File: src/rtl/ffe_pkg.sv
// Shared types and default sizing for the time-multiplexed FFE controller
// and its round/saturate helper.
package ffe_pkg;

    typedef enum logic [1:0] {
        IDLE  = 2'd0,
        SHIFT = 2'd1,
        MAC   = 2'd2,
        OUT   = 2'd3
    } ffe_state_e;

    localparam int DEF_DATA_WIDTH = 12;
    localparam int DEF_NUM_TAPS   = 3;
    localparam int DEF_COEF_FRAC  = 10;
    localparam int DEF_ACC_WIDTH  = 26;

    localparam int DEF_SAT_MAX = (1 << (DEF_DATA_WIDTH - 1)) - 1;
    localparam int DEF_SAT_MIN = -(1 << (DEF_DATA_WIDTH - 1));

endpackage

File: src/rtl/ffe_round_sat.sv
// Round-half-up and saturate a signed accumulator down to the output width.
// Purely combinational so the serial and parallel FFE variants can share it.
module ffe_round_sat #(
    parameter int ACC_WIDTH  = 26,
    parameter int DATA_WIDTH = 12,
    parameter int COEF_FRAC  = 10
) (
    input  logic signed [ACC_WIDTH-1:0]  acc_in,
    output logic signed [DATA_WIDTH-1:0] data_out
);

    // One guard bit so adding the rounding constant can never wrap.
    localparam int SW = ACC_WIDTH + 1;
    localparam logic signed [SW-1:0] HALF = SW'(1) << (COEF_FRAC - 1);
    localparam logic signed [SW-1:0] SMAX = SW'((1 << (DATA_WIDTH - 1)) - 1);
    localparam logic signed [SW-1:0] SMIN = ~SMAX;

    logic signed [SW-1:0] sum;
    logic signed [SW-1:0] r;

    always_comb begin
        sum = {acc_in[ACC_WIDTH-1], acc_in} + HALF;
        r   = sum >>> COEF_FRAC;
        if (r > SMAX)
            data_out = SMAX[DATA_WIDTH-1:0];
        else if (r < SMIN)
            data_out = SMIN[DATA_WIDTH-1:0];
        else
            data_out = r[DATA_WIDTH-1:0];
    end

endmodule

File: src/rtl/ffe_tap_sequencer.sv
// Sequences a shared MAC across the FFE taps for every new sample strobe,
// then rounds/saturates the accumulator and pulses data_valid.
module ffe_tap_sequencer
    import ffe_pkg::*;
#(
    parameter int DATA_WIDTH = DEF_DATA_WIDTH,
    parameter int NUM_TAPS   = DEF_NUM_TAPS,
    parameter int COEF_FRAC  = DEF_COEF_FRAC,
    parameter int ACC_WIDTH  = DEF_ACC_WIDTH,
    parameter int TAP_W      = $clog2(NUM_TAPS)
) (
    input  logic                         clk,
    input  logic                         rst_n,
    input  logic                         load_in,
    input  logic signed [DATA_WIDTH-1:0] data_in,
    output logic signed [DATA_WIDTH-1:0] sample_out,
    output logic                         shift_en,
    output logic [TAP_W-1:0]             tap_idx,
    output logic                         mac_en,
    output logic                         mac_clr,
    input  logic signed [ACC_WIDTH-1:0]  acc_in,
    output logic signed [DATA_WIDTH-1:0] data_out,
    output logic                         data_valid,
    output logic                         busy,
    output logic                         overrun
);

    localparam logic [TAP_W-1:0] LAST_TAP = TAP_W'(NUM_TAPS - 1);

    ffe_state_e state, state_nxt;
    logic       load_in_d;
    logic       start;
    logic       last_tap;
    logic signed [DATA_WIDTH-1:0] rs_out;

    assign start    = load_in & ~load_in_d;
    assign last_tap = (tap_idx == LAST_TAP);

    ffe_round_sat #(
        .ACC_WIDTH (ACC_WIDTH),
        .DATA_WIDTH(DATA_WIDTH),
        .COEF_FRAC (COEF_FRAC)
    ) u_round_sat (
        .acc_in  (acc_in),
        .data_out(rs_out)
    );

    always_ff @(posedge clk or negedge rst_n) begin
        if (!rst_n) state <= IDLE;
        else        state <= state_nxt;
    end

    always_comb begin
        state_nxt = state;
        shift_en  = 1'b0;
        mac_en    = 1'b0;
        mac_clr   = 1'b0;
        case (state)
            IDLE:  if (start) state_nxt = SHIFT;
            SHIFT: begin
                shift_en  = 1'b1;
                state_nxt = MAC;
            end
            MAC: begin
                mac_en  = 1'b1;
                mac_clr = (tap_idx == '0);
                if (last_tap) state_nxt = OUT;
            end
            OUT:   state_nxt = IDLE;
            default: state_nxt = IDLE;
        endcase
    end

    always_ff @(posedge clk or negedge rst_n) begin
        if (!rst_n) begin
            load_in_d  <= 1'b0;
            sample_out <= '0;
            tap_idx    <= '0;
            data_out   <= '0;
            data_valid <= 1'b0;
            busy       <= 1'b0;
            overrun    <= 1'b0;
        end else begin
            load_in_d  <= load_in;
            data_valid <= 1'b0;
            // busy is still high on the edge that leaves OUT, so a start there is dropped too.
            if (start && busy) overrun <= 1'b1;
            if (state == IDLE && start) begin
                sample_out <= data_in;
                busy       <= 1'b1;
            end
            if (state == MAC) tap_idx <= last_tap ? '0 : tap_idx + TAP_W'(1);
            if (state == OUT) begin
                data_out   <= rs_out;
                data_valid <= 1'b1;
                busy       <= 1'b0;
            end
        end
    end

endmodule

File: config.mk
export PLATFORM = sky130hd
export DESIGN_NAME = ffe_tap_sequencer
export DESIGN_NICKNAME = d
export VERILOG_FILES = /design/src/rtl/ffe_pkg.sv /design/src/rtl/ffe_round_sat.sv /design/src/rtl/ffe_tap_sequencer.sv
export SDC_FILE = /design/constraint.sdc
export NUM_CORES = 1
export LEC_CHECK = 0
export ABC_AREA = 1
export CAP_MARGIN = 0
export CELL_PAD_IN_SITES_DETAIL_PLACEMENT = 1
export CELL_PAD_IN_SITES_GLOBAL_PLACEMENT = 2
export CORE_MARGIN = 5
export CORE_UTILIZATION = 24
export CTS_CLUSTER_SIZE = 16
export DETAILED_ROUTE_END_ITERATION = 8
export PLACE_DENSITY_LB_ADDON = 0.1
export RECOVER_POWER = 25
export SYNTH_ARGS = -nofsm -noshare
export SYNTH_HDL_FRONTEND = slang
export SYNTH_SLANG_ARGS = --single-unit
File: constraint.sdc
create_clock -name clk -period 2 [get_ports clk]
set_input_delay 0.2 -clock clk [delete_from_list [all_inputs] [get_ports clk]]
set_output_delay 0.2 -clock clk [all_outputs]
set_load 0.05 [all_outputs]
* Word-level counts from Yosys, hierarchy flattened
Index checks and enable logic that the tools add are counted.
** Word-level totals
- Register bits :: 32
- Word-level logic and storage cells :: 38
- Bits of input ports :: 41
** Cells by class
- Bitwise gates (word level) :: 2
- Reductions and logical operators :: 6
- $add $sub $neg :: 2
- Mux-type cells :: 12
- Order comparisons :: 2
- Equality and inequality tests :: 6
** Operators with widths (count)
- $add 26x11->27 const B :: 1
- $mux 12 :: 2
- $gt 17x12->1 const B :: 1
- $lt 17x12->1 const B :: 1
- $pmux 2 s4 :: 1
- $eq 2x2->1 const B :: 3
- $mux 1 :: 6
- $mux 2 :: 3
- $logic_not 2->1 :: 2
- $ne 2x2->1 const B :: 2
- $add 2x1->2 const B :: 1
- $eq 2x1->1 const B :: 1
- $logic_and 1x1->1 :: 2
- $reduce_and 2->1 :: 1
- $reduce_bool 2->1 :: 1
- $and 1x1->1 :: 1
- $not 1->1 :: 1

* Logic depth before layout (Yosys ltp)
- Depth in word-level cells :: 5
- Depth in mapped cells :: 12
- Depth with buffers taken out :: 11

* Modules after synthesis
A second synthesis with hierarchy kept.
** Unflattened totals
- Cell total of the unflattened synthesis :: 226
- Area, all modules :: 1981.9 µm²
** Modules (own cells, without submodules)
- ffe_tap_sequencer :: instances 1, cells each 116, area each 1400.1 µm², sequential area each 800.8 µm²
- ffe_round_sat :: instances 1, cells each 110, area each 581.8 µm², sequential area each 0.0 µm²

* Worst setup path after synthesis
No wires, ideal clock.
- Path type :: register to output
- Start :: reg state[0]
- End :: out mac_clr
- Stages on the path, launching flop included :: 5
- Required time :: 1800 ps
- Setup slack :: -26 ps
- Arrival :: 1826 ps
- Cells stage by stage :: dfrtp_1 inv_1 ha_1 nand2_1 nor2_1
** On the way
- Cells in the longest elaborated chain, start to end :: 2
** Ends and longest elaborated chain
- start: declaration :: line ffe_tap_sequencer.sv:30 : ffe_state_e state, state_nxt;
- start signal: assignment :: line ffe_tap_sequencer.sv:50 : else state <= state_nxt;
- $eq 2x2->1 :: line ffe_tap_sequencer.sv:58 : case (state)
- $mux 1 :: line ffe_tap_sequencer.sv:58
- end: declaration :: line ffe_tap_sequencer.sv:20 : output logic mac_clr,
No other way between the ends.

* Final worst setup path
- Start :: in acc_in[11]
- End :: reg data_out[7]
** On the way
- Cells in the longest elaborated chain, start to end :: 4
- Elaborated cells on any way between the ends :: 5
** Ends and longest elaborated chain
- start: declaration :: line ffe_tap_sequencer.sv:21 : input logic signed [ACC_WIDTH-1:0] acc_in,
- $add 26x11->27 (*) :: line ffe_round_sat.sv:22 : sum = {acc_in[ACC_WIDTH-1], acc_in} + HALF;
- $lt 17x12->1 :: line ffe_round_sat.sv:26 : else if (r < SMIN)
- $mux 12 :: line ffe_round_sat.sv:26
- $mux 12 (*) :: line ffe_round_sat.sv:24 : if (r > SMAX)
- end signal: assignment :: line ffe_tap_sequencer.sv:94 : data_out <= rs_out;
- end: declaration :: line ffe_tap_sequencer.sv:22 : output logic signed [DATA_WIDTH-1:0] data_out,
Every way passes the cells marked *; elsewhere a longest branch is shown, timed or not.
A chain may end at the register's enable or synchronous reset.

==> reports/results.ini <==
[setup_path]
timing.critical_path.slowest_stage_cell = sky130_fd_sc_hd__clkdlybuf4s50_1
worst_path_largest_cell_delay_ns = 0.55
crit_path_frequent_cell = sky130_fd_sc_hd__nand2_2
timing.critical_path.arrival_ns = 2.00
crit_path_start_kind = input pin
critical_path.n_buffers_inverters = 2
critical_path.top_delay_family = buffers and inverters
critical_path.max_fanout = 5
setup.worst_path.end_class = flop
path_cells = clkdlybuf4s50_1 -> nand2_2 -> nor2_4 -> nand2_2 -> o21ai_2 -> nand2_2 -> nor2_2 -> nand3_2 -> a21oi_4 -> clkbuf_16 -> a21oi_2
timing.setup.critical_path_class = in -> reg
critical_path_required_ns = 2.17

[drt]
drc = 0
drt-vias-per-instance = 4.09
first_pass_iters = 2
detail_route.wirelength_um = 4800
drtAntennaViolNets = 0
dr_total_vias = 1607
wl_per_cell_um = 12.2
drt_first_iter_violations = 41

[global_route]
grt_pass1_wl_um = 7880
met1_usage = 0.129
grt_start_max_net_pins = 33
grt_use_met3 = 0.0231
initial_antenna_violation_count = 0
globalRouteTotalUtil = 0.110
grt.met2_usage = 0.198
grt_most_used_layer = met2
grt_overflow_total = 0
first_global_vias = 1731

[timing]
max_transition_margin = 0.462
max_freq_mhz = 547
post-route-period-util = 0.914
final_count_of_pins_violating_max_slew = 0
setup_tns_ns = 0
fin_ws_ns = 0.171
post-route-min-period_ns = 1.83
skew_ns = 0.00245
setup_repair_after_global_routing_missed_its_margin = no
tightestPinTransition_ns = 0.807
setup_violations = 0
report.final.hold_viol_count = 0

[pwr]
power.combinational.fraction = 0.615
switching_power_share_of_the_total = 0.484
total_power_density_per_cell_area_nw_per_um2 = 1450
total_switching_power_mw = 2.02
power_report.internal_total_mw = 2.16
static-leakage-power_nw = 1.29
share_of_total_power_in_sequential_cells = 0.265
peakVddDrop_mv = 0.431
pwr-share-clk = 0.120

[cts]
tritoncts = yes
clk_slew_on_worst_s_h_paths_ns = 0.06
postcts_resize_cnt = 0
cts_hold_buffers = 0
cts.path.max_buffers = 2
cts_htree_levels = 2
post_cts.repair.setup_buffers = 0
ctsRootBufferMaster = sky130_fd_sc_hd__clkbuf_8
cts_made_buffers = 5
numClockSinks = 32
clock_network_latency_to_the_later_pin_of_the_worst_skew_pair_ns = 0.27

[floorplan]
floorplan.io_pins = 73
core-area_um2 = 7140
die_w_um = 95.0
die_height_um = 95.0
core.rowCount = 31
die-area_um2 = 9030
initial_core_util = 0.243

[synthesis]
synth.distinct_cells = 22
synthesis.instances = 197
ys_ff_latch = 32
syn_area_per_cell_um2 = 8.80
yosys_warnings = 0
post_synth_instance_area_um2 = 1730
postSynthNetCount = 243
synth-seq-area-share = 0.462

[placed_design]
post-dp-hpwl_um = 3910
gpl.final_weighted_congestion = 0.760
placed_cells_incl_taps = 384
preCtsSetupSlack_ns = -0.215
i_o_buffers = 63

[layout]
final_common_cell = sky130_fd_sc_hd__clkdlybuf4s50_1
most-common-layout-cells = sky130_fd_sc_hd__clkdlybuf4s50_1 (55), sky130_fd_sc_hd__nand2_1 (43), sky130_fd_sc_hd__dfrtp_1 (32)
drive_above_1_share = 0.272
stdcell_count = 393
final_util = 0.403
antenna_cells_inserted = 0
flow.area_growth_from_synthesis_pct = 65.9
nets = 339

[min_path]
worst_hold_path_type = in -> reg

[outcome]
run_status = finished clean

[run]
max_cap_viol_count = 0

[through the flow]
stage	hold slack, ns	total power [mW]	instance area (um^2)
after floorplan	-0.0956	2.76	1740
after global placement	0.465	3.66	2710
after detailed placement	0.492	3.69	2710
after CTS	0.345	4.20	2800
after global routing	0.472	4.43	2880
final	0.431	4.18	2880
[worst min-delay path: stages]
cell                             delay, ns
sky130_fd_sc_hd__dlymetal6s2s_1       0.13
sky130_fd_sc_hd__ha_2                 0.16
sky130_fd_sc_hd__nand2_1              0.06
sky130_fd_sc_hd__a21oi_2              0.12
[Yosys cell counts]
cell                       number  area (um^2)
sky130_fd_sc_hd__dfrtp_1       32          801
sky130_fd_sc_hd__nor2_2         4         25.0
sky130_fd_sc_hd__ha_1           5         62.6
sky130_fd_sc_hd__clkbuf_1       1         3.75
sky130_fd_sc_hd__nand2_1       45          169
sky130_fd_sc_hd__o21ai_0        3         15.0
sky130_fd_sc_hd__xnor2_1        4         35.0
sky130_fd_sc_hd__o21bai_2       1         11.3
sky130_fd_sc_hd__nand2_2        2         12.5
sky130_fd_sc_hd__inv_1         18         67.6
sky130_fd_sc_hd__o21ai_1        1         5.00
sky130_fd_sc_hd__nor2_1        28          105
sky130_fd_sc_hd__nand3_1       11         55.1
sky130_fd_sc_hd__o21bai_1       1         7.51
sky130_fd_sc_hd__xor2_1         6         52.6
sky130_fd_sc_hd__buf_6          2         22.5
sky130_fd_sc_hd__nor3_1         1         5.00
sky130_fd_sc_hd__nand4_1        3         18.8
sky130_fd_sc_hd__mux2_2        12          135
sky130_fd_sc_hd__buf_1          1         3.75
sky130_fd_sc_hd__a21oi_2       11         96.3
sky130_fd_sc_hd__a21oi_1        5         25.0
[final cells by class]
class | count | area, um^2
Multi-Input combinational cell | 143 | 887
Timing Repair Buffer | 93 | 908
Fill cell | 859 | 4260
Sequential cell | 32 | 801
Clock buffer | 8 | 90.1
Tap cell | 99 | 124
Inverter | 18 | 67.6
[registers in the layout (all words and copies together) (netlist names)]
| name | count |
|---|---|
| data_out | 12 |
| sample_out | 12 |
| state | 2 |
| tap_idx | 2 |
| busy | 1 |
| data_valid | 1 |
| load_in_d | 1 |
| overrun | 1 |
[power by group through the flow]
stage / Clock, mW / Combinational [mW] / Sequential [mW]
6_report: 0.502 / 2.57 / 1.11
5_1_grt: 0.552 / 2.73 / 1.15
4_1_cts: 0.521 / 2.57 / 1.12
3_5_place_dp: 0 / 2.56 / 1.13
3_3_place_gp: 0 / 2.54 / 1.12
2_1_floorplan: 0 / 0.688 / 2.07
[kinds of logic (layout without fill, tap and decap cells)]
family | count (synthesis) | after routing | share of synthesized area
compound gates | 22 | 22 | 0.0923
buf+inv | 22 | 119 | 0.0563
xor+xnor | 10 | 10 | 0.0505
simple gates | 94 | 94 | 0.225
flops | 32 | 32 | 0.462
fa+ha+maj | 5 | 5 | 0.0361
mux | 12 | 12 | 0.0779
[layer usage]
layer	part of all wire	up-vias
met3	0.051	5
met1	0.43	732
met4	0.014	0
li1	-	825
met2	0.51	45
met5	0	-
[final timing paths]
kind | from | end | slack, ns | depth (start not counted)
min in group asynchronous | rst_n | sample_out[7]$_DFFE_PN0P_ | 0.55 | 2
max in group asynchronous | rst_n | sample_out[8]$_DFFE_PN0P_ | 0.94 | 2
hold reg to reg | overrun$_DFFE_PN0P_ | overrun$_DFFE_PN0P_ | 0.50 | 1
setup reg to reg | state[0]$_DFFE_PN0P_ | sample_out[4]$_DFFE_PN0P_ | 0.53 | 5
hold / removal | acc_in[9] | data_out[0]$_DFFE_PN0P_ | 0.43 | 4
setup / recovery | acc_in[11] | data_out[7]$_DFFE_PN0P_ | 0.17 | 11
(Power assumes the default switching activity.)
